## src/rtl/demod_segment_serializer.sv

```systemverilog
// Captures one frame of demodulated segments on the rising edge of seg_valid and
// streams it out word by word over a valid/ready handshake, segment 0 first.
module demod_segment_serializer #(
    parameter int SEG_WIDTH   = 32,
    parameter int NUM_SEG     = 10,
    parameter int FRAME_CNT_W = 16
) (
    input  logic                         clk,
    input  logic                         reset,
    input  logic [NUM_SEG*SEG_WIDTH-1:0] seg_bus,
    input  logic                         seg_valid,
    output logic                         busy,
    output logic [SEG_WIDTH-1:0]         out_data,
    output logic [3:0]                   out_index,
    output logic                         out_valid,
    output logic                         out_last,
    input  logic                         out_ready,
    output logic                         frame_done,
    output logic                         overrun,
    output logic [FRAME_CNT_W-1:0]       frame_count
);

    typedef enum logic {
        IDLE,
        SEND
    } state_t;

    localparam logic [3:0] LAST_IDX = 4'(NUM_SEG - 1);

    state_t               state;
    logic                 seg_valid_d;
    logic                 rise;
    logic [3:0]           idx_next;
    logic [SEG_WIDTH-1:0] frame_buf [NUM_SEG];

    assign rise     = seg_valid & ~seg_valid_d;
    assign idx_next = out_index + 4'd1;

    // out_data is reloaded from the frame buffer only on acceptance, so it holds
    // through any length of backpressure and never sees seg_bus outside the rise cycle.
    always_ff @(posedge clk) begin
        if (reset) begin
            state       <= IDLE;
            seg_valid_d <= 1'b0;
            busy        <= 1'b0;
            out_valid   <= 1'b0;
            out_last    <= 1'b0;
            out_index   <= '0;
            out_data    <= '0;
            frame_done  <= 1'b0;
            overrun     <= 1'b0;
            frame_count <= '0;
        end else begin
            seg_valid_d <= seg_valid;
            frame_done  <= 1'b0;
            case (state)
                IDLE: begin
                    if (rise) begin
                        for (int unsigned k = 0; k < NUM_SEG; k++) begin
                            frame_buf[k] <= seg_bus[k*SEG_WIDTH +: SEG_WIDTH];
                        end
                        out_data  <= seg_bus[SEG_WIDTH-1:0];
                        out_index <= '0;
                        out_last  <= 1'b0;
                        busy      <= 1'b1;
                        out_valid <= 1'b1;
                        state     <= SEND;
                    end
                end
                SEND: begin
                    if (rise) begin
                        overrun <= 1'b1;
                    end
                    if (out_ready) begin
                        if (out_last) begin
                            state       <= IDLE;
                            busy        <= 1'b0;
                            out_valid   <= 1'b0;
                            out_last    <= 1'b0;
                            frame_done  <= 1'b1;
                            frame_count <= frame_count + FRAME_CNT_W'(1);
                        end else begin
                            out_index <= idx_next;
                            out_data  <= frame_buf[idx_next];
                            out_last  <= (idx_next == LAST_IDX);
                        end
                    end
                end
                default: state <= IDLE;
            endcase
        end
    end

endmodule

```

## config.mk

```make
export PLATFORM = sky130hd
export DESIGN_NAME = demod_segment_serializer
export DESIGN_NICKNAME = d
export VERILOG_FILES = /design/src/rtl/demod_segment_serializer.sv
export SDC_FILE = /design/constraint.sdc
export NUM_CORES = 1
export LEC_CHECK = 0
export ABC_AREA = 0
export CAP_MARGIN = 20
export CORE_MARGIN = 5
export CORE_UTILIZATION = 49
export DETAILED_ROUTE_END_ITERATION = 8
export PLACE_DENSITY = 0.86
export SLEW_MARGIN = 20
export SYNTH_ARGS = -nofsm -noshare
export SYNTH_HDL_FRONTEND = slang
export SYNTH_SLANG_ARGS = --single-unit
export TNS_END_PERCENT = 30
```

## constraint.sdc

```tcl
create_clock -name clk -period 24.3 [get_ports clk]
set_clock_uncertainty 0.05 [all_clocks]
set_input_delay 4.86 -clock clk [delete_from_list [all_inputs] [get_ports clk]]
set_output_delay 4.86 -clock clk [all_outputs]
set_load 0.1 [all_outputs]
```

=== Word level (Yosys, flattened, before mapping) ===
Memories as Yosys holds them, arrays and structs flattened.
Cells that the tools add are included.

* Add/sub/neg operators: 2
* Equality and inequality tests: 5
* Muxes and demuxes: 24
* Bitwise gates (word level): 4
* Reductions and logical operators: 6

{| class="wikitable"
|+ Operator list
! kind !! count
|-
| two-way mux 32 bit || 3
|-
| one-hot mux 32 bit (2 select lines) || 1
|-
| adder 16 x 1 -> 16 bit, second input constant || 1
|-
| two-way mux 1 bit || 13
|-
| two-way mux 4 bit || 3
|-
| AND reduction 3 bit || 3
|-
| inequality test 2 bit, second input constant || 4
|-
| one-hot mux 4 bit (2 select lines) || 1
|-
| one-hot mux 1 bit (2 select lines) || 3
|-
| adder 4 x 1 -> 4 bit, second input constant || 1
|-
| equality test 4 bit, second input constant || 1
|-
| AND reduction 2 bit || 2
|-
| inverter 1 bit || 3
|-
| OR reduction 3 bit || 1
|-
| AND 1 bit || 1
|}

* Register bits after elaboration: 58
* Bits in writable memories: 320
* Bits of input ports: 324
* Output and inout bits: 57
* Memories: 1

{| class="wikitable"
|+ Memories
! name !! words !! bits a word !! rd ports !! clocked after memory_dff !! wr ports !! line !! text
|-
| frame_buf || 10 || 32 || 1 || 0 || 10 || 34 || <nowiki>logic [SEG_WIDTH-1:0] frame_buf [NUM_SEG];</nowiki>
|}

=== Depth between registers and ports, before layout ===
* Depth after elaboration: 6
* Gate-level depth with buffers: 12
* Depth with buffers taken out: 6

=== Least setup slack after synthesis ===
OpenSTA, ideal clock, no wires.

* Path type: input-to-reg
* From: input seg_valid
* To: memory frame_buf[0][0], enable pin
* Setup time: 1,008 ps
* Arrival: 18,583 ps
* Data required time: 23,242 ps
* Path slack: 4,658 ps
* Stages on the path: 2
* Path buffers: 0
* Cell sequence: or3b_2 -> nor2_1

{| class="wikitable"
|+ RTL lines
! element !! line !! text
|-
| from (decl) || 11 || <nowiki>input logic seg_valid,</nowiki>
|-
| to (decl) || 34 ||
|}

==> impl_summary.log <==
[metrics] outcome: completed
[metrics] cell leakage power: 6.553 nW
[metrics] post-CTS setup buffer count: 0
[metrics] number of clock buffers inserted by TritonCTS: 40
[metrics] vias per std cell: 5.738
[metrics] library cell with the largest summed area after synthesis: sky130_fd_sc_hd__edfxtp_1
[metrics] library cell contributing the largest single delay on the critical path: sky130_fd_sc_hd__buf_4
[metrics] top cell type's share of synthesized area: 0.6402
[metrics] setup repair after global routing missed its margin: false
[metrics] worst reg-to-reg path cell count: 7
[metrics] Worst-path clk slew: 0.06 ns
[metrics] most used cell along the critical path: sky130_fd_sc_hd__buf_4
[metrics] relative slew slack: 0.2610
[metrics] largest net degree at the start of global routing: 87
[metrics] CTS root buf: sky130_fd_sc_hd__clkbuf_16
[metrics] area of the multi-input gates: 0.003923 mm²
[metrics] growth of design area from synthesis to finish: 35.79%
[metrics] count of TritonRoute iterations in the first routing pass: 5
[metrics] Critical Path, Cell by Cell: clkdlybuf4s50_1, or3b_2, nor2_4, buf_4, buf_4
[metrics] detailed-placement wirelength estimate: 27.04 mm
[metrics] number of antenna violations at the first check in global routing: 4
[metrics] share of the clock period used by the worst path: 0.3223
[metrics] DRC violations left: 0
[metrics] clk_lat worst skew: 0.52 ns
[metrics] kind of cell with the highest combined delay on the critical path: buffers and inverters
[metrics] required time of the critical path: 24.39 ns
[metrics] hold_sp: out_data[1]
[metrics] I/O pin total: 381
[metrics] maximum frequency from static timing analysis: 127.7 MHz
[metrics] Seq. cell area: 0.01078 mm²
[metrics] number of nets in the finished design: 1607
[metrics] Setup-failing EPs final: 0
[metrics] total power divided by cell area: 74.01 mW/mm²
[metrics] worst slack at placement: 15.98 ns
[metrics] Setup Total Neg Slack: 0 ns
[metrics] DIE AREA: 0.03423 mm²
[metrics] library cells used by synthesis: 44
[metrics] horizontal die dimension: 185.0 µm
[metrics] signal arrival time at the worst endpoint: 7.92 ns
[metrics] final core occ: 0.6698
[metrics] total chip power: 0.001508 W
[metrics] final-layout worst hold slack: 0.3961 ns
[metrics] largest vdd supply drop: 0.00006267 V
[metrics] Bufs and invs on worst path: 3
[metrics] Yosys reg bits: 378
[metrics] fraction of layout cells with a size suffix above 1: 0.1153
[metrics] minimum setup slack among reg-to-reg paths: 20.94 ns
[metrics] number of resized instances in the post-cts repair step: 0
[metrics] total wire length after detailed routing: 39.95 mm
[metrics] final antenna-violating net count: 0
[metrics] Synth Net Count: 1237
[metrics] max cap viols: 0
[metrics] number of rows in the core area: 64
[metrics] number of synthesized flops with an enable pin: 320
[metrics] Yosys warning total: 0
[metrics] number of buffers added to fix hold violations after cts: 0
[metrics] wire length per cell: 23.36 µm
[metrics] dominant synthesized flop cell: sky130_fd_sc_hd__edfxtp_1
[metrics] transition time of the tightest slew-check pin: 1.109 ns
[metrics] number of inserted filler cells in the final layout: 2001
[metrics] global-route wire length before repair: 59.45 mm
[metrics] highest cell delay on the worst timing path: 0.94 ns
[metrics] Std-Cell Core Area: 0.03043 mm²
[metrics] peak fanout along the critical path: 86
[metrics] number of cells on the critical path: 5
[metrics] combined area of all synthesized cells: 0.01501 mm²
[metrics] starting density of the core: 0.4933
[metrics] minimum setup slack in the final design: 16.47 ns
[metrics] y dimension of the die: 185.0 µm
[metrics] most area-consuming cells after synthesis: sky130_fd_sc_hd__edfxtp_1 64%, sky130_fd_sc_hd__mux4_2 8.7%, sky130_fd_sc_hd__dfxtp_1 7.7%
[metrics] DR vias: 9812
[metrics] number of failing hold endpoints at the final stage: 0
[metrics] number of levels in the clock H-tree: 2
[metrics] Slew Limit Fails: 0
[metrics] shortest period the worst path allows: 7.832 ns
[metrics] Post-Synthesis Cells: 910
[metrics] launch instance of the worst register-to-register path: out_index[0]
[metrics] routability congestion estimate from global placement: 0.8124
[metrics] end point of the worst hold path: out_data[1]
[metrics] CTS tree: built
[metrics] maximum clock insertion buffer count: 3
[metrics] nature of the critical path endpoint: flop
[metrics] launching element type of the critical path: primary input
[metrics] path type of the worst setup path: primary input to flop
[metrics] Num Clock Sinks: 378
[metrics] Hold Crit Class: flop to flop
[metrics] overall track demand over capacity in global routing: 0.2273
[metrics] async set-or-reset flop fraction in the synthesized netlist: 0
[metrics] total congestion overflow after global routing: 0
[metrics] Port-buffer cells: 380
[metrics] Starting DRT DRC Count: 717
[metrics] via count of the first global-routing pass: 10380
[metrics] part of the Yosys area used for sequential elements: 0.7176
[metrics] capture point of the worst reg-to-reg path: out_data[17]
[metrics] Cells on Worst Hold Path: 2
[metrics] post-synthesis average cell area: 16.49 µm²
==> worst reg2reg max path, delay by kind of cell, from the launching register on <==
family / cells / cell delay, ns
adder cells (fa/ha/maj): 1 / 0.66
buffers and inverters: 2 / 0.76
multiplexers: 1 / 0.45
AND/OR/NAND/NOR: 1 / 0.17
AO/OA/AOI/OAI: 2 / 0.40
flip-flops: 1 / 0.75
==> state kept, by name, summed over array words and instances (netlist names) <==
name and flops:
out_valid 1, state 1, seg_valid_d 1, out_last 1
out_data 32, frame_buf 320, frame_count 16, out_index 4
frame_done 1, overrun 1
==> Yosys cell counts (5+ instances only) <==
cell type                    n
sky130_fd_sc_hd__edfxtp_1  320
sky130_fd_sc_hd__nand2_1    77
sky130_fd_sc_hd__dfxtp_1    58
sky130_fd_sc_hd__mux4_2     58
sky130_fd_sc_hd__nor2b_1    35
sky130_fd_sc_hd__o21ai_0    35
sky130_fd_sc_hd__o21ai_1    33
sky130_fd_sc_hd__a31oi_1    32
sky130_fd_sc_hd__nor2_1     32
sky130_fd_sc_hd__nor3b_1    32
sky130_fd_sc_hd__o211ai_1   32
sky130_fd_sc_hd__clkbuf_1   27
sky130_fd_sc_hd__buf_2      22
sky130_fd_sc_hd__a211oi_1   20
sky130_fd_sc_hd__a211oi_2   13
sky130_fd_sc_hd__nand3_1    10
sky130_fd_sc_hd__xor2_1     10
sky130_fd_sc_hd__a21oi_1     8
sky130_fd_sc_hd__mux4_1      6
sky130_fd_sc_hd__buf_4       5
sky130_fd_sc_hd__nand4_1     5
==> how the worst max path moves through the flow <==
stage | end | start | slack [ns]
after global placement | frame_buf[4][16] | seg_valid | 16.11
after detailed placement | frame_buf[4][13] | seg_valid | 15.98
after global routing | frame_buf[7][15] | seg_valid | 16.37
final | frame_buf[5][16] | seg_valid | 16.47
after floorplan | frame_buf[0][0] | seg_valid | 4.66
after CTS | frame_buf[6][16] | seg_valid | 16.53
==> metal layers <==
layer | global-route usage | vias to the layer above | share of wire
li1 | - | 4333 | -
met5 | 0 | - | 0
met3 | 0.05204 | 80 | 0.085
met4 | 0.07399 | 0 | 0.029
met2 | 0.4012 | 514 | 0.52
met1 | 0.2786 | 4885 | 0.36
==> logic make-up (layout without fill, tap and decap cells) <==
kind of cell,after synthesis,in the layout,share of synthesized area
simple gates,208,208,0.07219
xor+xnor,14,14,0.008169
compound gates,177,177,0.07769
mux,64,64,0.09753
other cells,0,4,0
fa+ha+maj,3,3,0.002501
buf+inv,66,466,0.02434
flops,378,378,0.7176
==> through the flow <==
stage,cell area (µm²),instances
CTS,20370,1706
finish,20380,1710
floorplan,15010,910
global route,20380,1710
detailed placement,19090,1634
global placement,19090,1634
==> placed cells by master (no fill, tap or decap), types with 2 or more instances in the layout <==
master                            instances
sky130_fd_sc_hd__inv_1                    3
sky130_fd_sc_hd__buf_4                   11
sky130_fd_sc_hd__o21ai_0                 35
sky130_fd_sc_hd__or3_1                    2
sky130_fd_sc_hd__ha_1                     2
sky130_fd_sc_hd__inv_6                    2
sky130_fd_sc_hd__nor3b_1                 32
sky130_fd_sc_hd__edfxtp_1               320
sky130_fd_sc_hd__clkbuf_8                 4
sky130_fd_sc_hd__diode_2                  4
sky130_fd_sc_hd__clkbuf_1                11
sky130_fd_sc_hd__mux4_2                  58
sky130_fd_sc_hd__a211oi_1                20
sky130_fd_sc_hd__clkinv_1                 5
sky130_fd_sc_hd__bufinv_16                3
sky130_fd_sc_hd__and3_1                   4
sky130_fd_sc_hd__clkdlybuf4s50_1        380
sky130_fd_sc_hd__and3b_1                  2
sky130_fd_sc_hd__nor2_4                   3
sky130_fd_sc_hd__nor2b_1                 35
sky130_fd_sc_hd__xor2_1                  10
sky130_fd_sc_hd__xnor2_1                  4
sky130_fd_sc_hd__a31oi_1                 32
sky130_fd_sc_hd__nand3_1                 10
sky130_fd_sc_hd__clkbuf_16               41
sky130_fd_sc_hd__dfxtp_1                 56
sky130_fd_sc_hd__nand2_1                 76
sky130_fd_sc_hd__a211oi_2                12
sky130_fd_sc_hd__o211ai_1                32
sky130_fd_sc_hd__mux4_1                   6
sky130_fd_sc_hd__clkinv_2                 5
sky130_fd_sc_hd__a21oi_1                  8
sky130_fd_sc_hd__nor2_1                  29
sky130_fd_sc_hd__a22oi_1                  2
sky130_fd_sc_hd__nand4_1                  5
sky130_fd_sc_hd__o21ai_1                 33
==> cell type report <==
cell class	instances	area share
diodes	4	0.0004911
clock buffers	56	0.05506
clock inverters	16	0.007796
inverters	3	0.0005525
multi-input cells	466	0.1924
flip-flops and latches	378	0.5287
well taps	396	0.02431
repair buffers	391	0.1907
==> where the power goes <==
group	switching [W]	internal [W]
clock	0.000240	0.000354
sequential	0.0000100	0.000733
combinational	0.0000912	0.0000799
Power figures use the tool's default switching activity.
